`src/rtl/seq_comparator_pkg.sv`:
```
// Shared types and sizing helpers for the digit-serial magnitude comparator.
package seq_comparator_pkg;

    typedef enum logic [1:0] {
        ST_IDLE = 2'd0,
        ST_CMP  = 2'd1,
        ST_DONE = 2'd2
    } state_t;

    function automatic int calc_ndig(input int width, input int digit);
        return width / digit;
    endfunction

    // Counter must hold NDIG-1; keep at least one bit for the single-digit case.
    function automatic int calc_cnt_width(input int width, input int digit);
        int n;
        n = width / digit;
        return (n > 1) ? $clog2(n) : 1;
    endfunction

endpackage

```
`src/rtl/seq_comparator_digit_cmp.sv`:
```
// Combinational DIGIT-bit unsigned magnitude compare; equality is neither gt nor lt.
module digit_cmp #(
    parameter int DIGIT = 2
) (
    input  logic [DIGIT-1:0] a_d,
    input  logic [DIGIT-1:0] b_d,
    output logic             gt,
    output logic             lt
);

    assign gt = (a_d > b_d);
    assign lt = (a_d < b_d);

endmodule

```
`src/rtl/seq_comparator.sv`:
```
// Multi-cycle MSB-first magnitude comparator, DIGIT bits per cycle with early exit,
// signed/unsigned per operation, start/busy/done handshake, all outputs registered.
module seq_comparator
    import seq_comparator_pkg::*;
#(
    parameter int WIDTH = 8,
    parameter int DIGIT = 2
) (
    input  logic             clk,
    input  logic             rst,
    input  logic             start_i,
    input  logic             signed_i,
    input  logic [WIDTH-1:0] a_i,
    input  logic [WIDTH-1:0] b_i,
    output logic             busy_o,
    output logic             done_o,
    output logic             agtb_o,
    output logic             altb_o,
    output logic             aeqb_o
);

    localparam int NDIG = calc_ndig(WIDTH, DIGIT);
    localparam int CW   = calc_cnt_width(WIDTH, DIGIT);

    if (WIDTH < 2 || DIGIT < 1 || (WIDTH % DIGIT) != 0) begin : g_bad_params
        $error("seq_comparator: DIGIT must be >= 1 and divide WIDTH (>= 2)");
    end

    state_t           state_r;
    state_t           state_s;
    logic [WIDTH-1:0] a_r;
    logic [WIDTH-1:0] b_r;
    logic [CW-1:0]    cnt_r;
    logic             busy_r;
    logic             done_r;
    logic             agtb_r;
    logic             altb_r;
    logic             aeqb_r;

    logic             load_s;
    logic             step_s;
    logic             set_gt_s;
    logic             set_lt_s;
    logic             set_eq_s;
    logic             gt_s;
    logic             lt_s;
    logic [WIDTH-1:0] sign_flip_s;

    // Operands are shifted left each step, so the current digit always sits at the top.
    digit_cmp #(.DIGIT(DIGIT)) u_digit_cmp (
        .a_d (a_r[WIDTH-1 -: DIGIT]),
        .b_d (b_r[WIDTH-1 -: DIGIT]),
        .gt  (gt_s),
        .lt  (lt_s)
    );

    // Biasing the sign bit turns a two's complement compare into an unsigned one.
    always_comb begin
        sign_flip_s          = '0;
        sign_flip_s[WIDTH-1] = signed_i;
    end

    // Next-state and datapath control decode.
    always_comb begin
        state_s  = state_r;
        load_s   = 1'b0;
        step_s   = 1'b0;
        set_gt_s = 1'b0;
        set_lt_s = 1'b0;
        set_eq_s = 1'b0;
        case (state_r)
            ST_IDLE: begin
                if (start_i) begin
                    load_s  = 1'b1;
                    state_s = ST_CMP;
                end else begin
                    state_s = ST_IDLE;
                end
            end
            ST_CMP: begin
                if (gt_s) begin
                    set_gt_s = 1'b1;
                    state_s  = ST_DONE;
                end else if (lt_s) begin
                    set_lt_s = 1'b1;
                    state_s  = ST_DONE;
                end else if (cnt_r == {CW{1'b0}}) begin
                    set_eq_s = 1'b1;
                    state_s  = ST_DONE;
                end else begin
                    step_s   = 1'b1;
                    state_s  = ST_CMP;
                end
            end
            ST_DONE: begin
                // The edge closing the done cycle may accept the next operation directly.
                if (start_i) begin
                    load_s  = 1'b1;
                    state_s = ST_CMP;
                end else begin
                    state_s = ST_IDLE;
                end
            end
            default: begin
                state_s = ST_IDLE;
            end
        endcase
    end

    // FSM state register.
    always_ff @(posedge clk) begin
        if (rst) begin
            state_r <= ST_IDLE;
        end else begin
            state_r <= state_s;
        end
    end

    // Operand shift registers, digit counter and registered outputs.
    always_ff @(posedge clk) begin
        if (rst) begin
            a_r    <= '0;
            b_r    <= '0;
            cnt_r  <= '0;
            busy_r <= 1'b0;
            done_r <= 1'b0;
            agtb_r <= 1'b0;
            altb_r <= 1'b0;
            aeqb_r <= 1'b0;
        end else begin
            busy_r <= (state_s != ST_IDLE);
            done_r <= (state_s == ST_DONE);
            if (load_s) begin
                a_r    <= a_i ^ sign_flip_s;
                b_r    <= b_i ^ sign_flip_s;
                cnt_r  <= CW'(NDIG - 1);
                agtb_r <= 1'b0;
                altb_r <= 1'b0;
                aeqb_r <= 1'b0;
            end else if (step_s) begin
                a_r   <= a_r << DIGIT;
                b_r   <= b_r << DIGIT;
                cnt_r <= cnt_r - {{(CW-1){1'b0}}, 1'b1};
            end
            if (set_gt_s) agtb_r <= 1'b1;
            if (set_lt_s) altb_r <= 1'b1;
            if (set_eq_s) aeqb_r <= 1'b1;
        end
    end

    assign busy_o = busy_r;
    assign done_o = done_r;
    assign agtb_o = agtb_r;
    assign altb_o = altb_r;
    assign aeqb_o = aeqb_r;

endmodule
```
`config.mk`:
```
export PLATFORM = sky130hd
export DESIGN_NAME = seq_comparator
export DESIGN_NICKNAME = d
export VERILOG_FILES = /design/src/rtl/seq_comparator_pkg.sv /design/src/rtl/seq_comparator_digit_cmp.sv /design/src/rtl/seq_comparator.sv
export SDC_FILE = /design/constraint.sdc
export NUM_CORES = 1
export LEC_CHECK = 0
export CAP_MARGIN = 0
export CORE_ASPECT_RATIO = 0.9
export CORE_UTILIZATION = 44
export CTS_CLUSTER_DIAMETER = 150
export DETAILED_ROUTE_END_ITERATION = 16
export PLACE_DENSITY = 0.74
export SLEW_MARGIN = 20
export SYNTH_ARGS = -nofsm -noshare
export SYNTH_HDL_FRONTEND = slang
export SYNTH_SLANG_ARGS = --single-unit
```
`constraint.sdc`:
```
create_clock -name clk -period 1.5 [get_ports clk]
set_input_delay 0.15 -clock clk [delete_from_list [all_inputs] [get_ports clk]]
set_output_delay 0.15 -clock clk [all_outputs]
set_load 0.05 [all_outputs]
```
==> results by group <==
Outcome
  – Status: finished, violations left
  – Failing checks: negative setup slack

Worst setup path
  – Worst Setup Start Kind: flip-flop
  – Worst Path Arrival: 1.94 ns
  – Worst R2R Setup Slack: -0.20 ns
  – Reg2reg end: a_r[7]$_SDFFE_PP0P_
  – WS Path Type: reg2reg
  – Crit path max fanout: 5
  – Worst Reg-to-Reg Cells: 8
  – R2r startpoint: a_r[6]$_SDFFE_PP0P_
  – CP Capture Type: flip-flop
  – CP required: around 1.8 ns

Pwr
  – Leak: between 0.0006 and 0.0007 uW
  – Power Dens Cells: just under 1000 nW/um^2
  – Register share of total power: a little over two fifths
  – Clock power share: a little under a fifth
  – Internal: 1170 uW
  – Peak supply drop: between 0.7 and 0.8 mV
  – Logic pwr share: 37.6%
  – NetSw: a little under 600 uW
  – Sw Ratio: 33.1%
  – Total power draw: around 1800 uW

Final layout
  – Fin cells: approximately 200
  – Share of cells above drive strength 1: 42.9%
  – Most frequent cells in the layout: buf_4 (23), dfxtp_1 (22), clkdlybuf4s50_1 (19)
  – # diodes: 0
  – Most common cell after layout, fill and taps aside: buf_4
  – Final instance area: approximately 1800 um^2
  – Final core utilization: 78.3%
  – Layout Nets: 192
  – P&R area growth vs syn: 60.4%
  – Fillers: 141

Place
  – Placed insts: roughly 180
  – Port bufs: 24
  – GP Congestion: 0.877
  – DP Area: around 1500 um^2
  – DP HPWL: 1860 um

Global routing
  – First-pass GRT wire length: roughly 4600 um
  – Vias in the first global route: a little over 1000
  – Gr ovfl total: 0
  – Initial antenna violation count: 0
  – GRT Util Overall: between 20% and 30%
  – Largest net degree at the start of global routing: 16

Detailed routing
  – Drt first pass iters: 4
  – Drt drc: 0
  – Total Wirelength: between 3000 and 4000 um
  – WL per Instance: 16.4 um
  – Via count: about 1100
  – Via/cell ratio: around 5.7
  – Drt initial violations: 21
  – Post-route ant nets: 0

Timing
  – Fin. max-slew vios: 0
  – Clock Skews: around 0.0086 ns
  – Max_slew headroom: 71.2%
  – Final worst path period share: 113%
  – Setup ws final: -0.197 ns
  – Final setup viols: 19
  – Final Hold Fails: 0
  – RSZ-0062 raised after global routing: yes
  – F_max: 0.589 GHz
  – Least-Margin Pin Slew: about 0.43 ns
  – Final min period: approximately 1.7 ns

Synth
  – Synth unique cells: 30
  – Post-synthesis simple-gate area fraction: around 20%
  – Main combinational cell family by area after synthesis: simple AND/OR/NAND/NOR gates
  – Post-synthesis mux area share: under 10%
  – Post-Synthesis Mean Instance Area: about 9.1 um^2
  – Dominant synthesized flop cell: dfxtp_1
  – Mapped cell area: 1110 um^2
  – Syn nets: 145
  – Yosys warns: 0
  – Synth Area in Compound Gates: 16.8%
  – Post-synth EDFFs: 0
  – Ys async rst share: 0%
  – Seq cells post-synth: 25
  – Post-Syn Instances: between 100 and 150
  – Synth Area in Adders: ~3.4%
  – Post-synthesis sequential area ratio: between 40 and 50%
  – Post-Synth XOR/XNOR Area: between 1.5 and 2%

Floorplan
  – DIE AREA: ~2700 um^2
  – Num ports: 25
  – Die Ht: just under 50 um
  – Starting Density: 48.8%
  – Die width: about 55 um
  – CORE AREA: between 2000 and 2500 um^2
  – FP Rows: 16

Clock network
  – Hold-fix buffers, CTS: 0
  – CTS max path bufs: 2
  – Root Buffer: clkbuf_4
  – Clk_lat worst skew: 0.34 ns
  – Cts bufs inserted: 3
  – Clock transition at path regs: 0.15 ns
  – CTS tree: built
  – CTS H-tree lvls: 1
  – Sink Count: 25

Min path
  – Worst hold path class: in2reg
  – Hold Startpoint: b_i[1]
  – Hold endpoint: b_r[1]$_SDFFE_PP0P_
  – Hold path depth: 3

Flow run
  – Max-cap viol count: 0
## worst max path at each step
| stage | startpoint | slack (ns) | endpoint |
|---|---|---|---|
| floorplan | a_r[6]$_SDFFE_PP0P_ | -0.14 | a_r[5]$_SDFFE_PP0P_ |
| global placement | a_r[6]$_SDFFE_PP0P_ | -0.16 | a_r[5]$_SDFFE_PP0P_ |
| detailed placement | a_r[6]$_SDFFE_PP0P_ | -0.22 | a_r[5]$_SDFFE_PP0P_ |
| CTS | b_r[7]$_SDFFE_PP0P_ | -0.21 | cnt_r[0]$_SDFFE_PP0P_ |
| global route | a_r[6]$_SDFFE_PP0P_ | -0.28 | a_r[6]$_SDFFE_PP0P_ |
| finish | a_r[6]$_SDFFE_PP0P_ | -0.20 | a_r[7]$_SDFFE_PP0P_ |
## logic make-up after synthesis
group / count (synthesis)
AO/OA/AOI/OAI: 25
XOR/XNOR: 2
adder cells (fa/ha/maj): 3
buffers and inverters: 13
flip-flops: 25
multiplexers: 9
AND/OR/NAND/NOR: 45
## state kept, by name, indices dropped and copies added (netlist names)
signal	count
b_r	8
agtb_o	1
busy_o	1
altb_o	1
a_r	8
cnt_r	2
state_r	2
aeqb_o	1
done_o	1
## worst max-delay path: stages, from the launching register on
cell	delay, ns
dfxtp_2	0.36
inv_2	0.04
ha_4	0.26
nand2_4	0.05
buf_6	0.12
o41ai_4	0.36
buf_6	0.20
nor3b_1	0.05
a21o_1	0.15
## routing by layer
layer / track usage [%] / wire, um
met4: 7.08 / 64
met1: 29.2 / 1360
met2: 38.2 / 1550
met3: 5.86 / 213
met5: 0 / 0
## power groups by stage
stage / clock network [uW] / logic (uW) / registers (uW)
finish: 326 / 659 / 767
global route: 353 / 702 / 775
CTS: 323 / 575 / 762
detailed placement: 0 / 470 / 769
global placement: 0 / 456 / 768
floorplan: 0 / 237 / 794
## through the flow
step	TNS (ns)	hold slack, ns	worst slack [ns]
final	-2.53	0.351	-0.197
after global routing	-3.79	0.350	-0.281
after CTS	-2.30	0.351	-0.212
after detailed placement	-3.01	0.451	-0.222
after global placement	-2.08	0.440	-0.157
after floorplan	-0.653	0.290	-0.141
## layout make-up
class	instances	area [um^2]	area share (%)
inverter	4	15.0	0.840
clock buffer	3	22.5	1.26
multi-input combinational	84	714	40.0
clock inverter	1	7.51	0.420
tap	27	33.8	1.89
timing repair buffer	51	490	27.4
sequential	25	504	28.2
## repair_timing
action | 4_1_cts | 5_1_grt
setup endpoints to repair | 19 | 19
pin swaps | 20 | 10
setup buffers | 3 | 2
resized for setup | 26 | 19
gates cloned | 2 | 0
## Yosys cell counts, types with 2 or more instances
master	instances	area [um^2]
mux2i_1	9	90.1
o31ai_1	2	15.0
ha_1	3	37.5
nand3_1	4	20.0
clkbuf_1	4	15.0
dfxtp_1	25	500
buf_2	4	20.0
inv_1	4	15.0
nand2_1	7	26.3
a21oi_1	6	30.0
nor2b_1	4	25.0
xnor2_1	2	17.5
nor2_1	16	60.1
nor3_1	5	25.0
nand2b_1	2	12.5
a211oi_1	11	82.6
(Power assumes the default switching activity.)
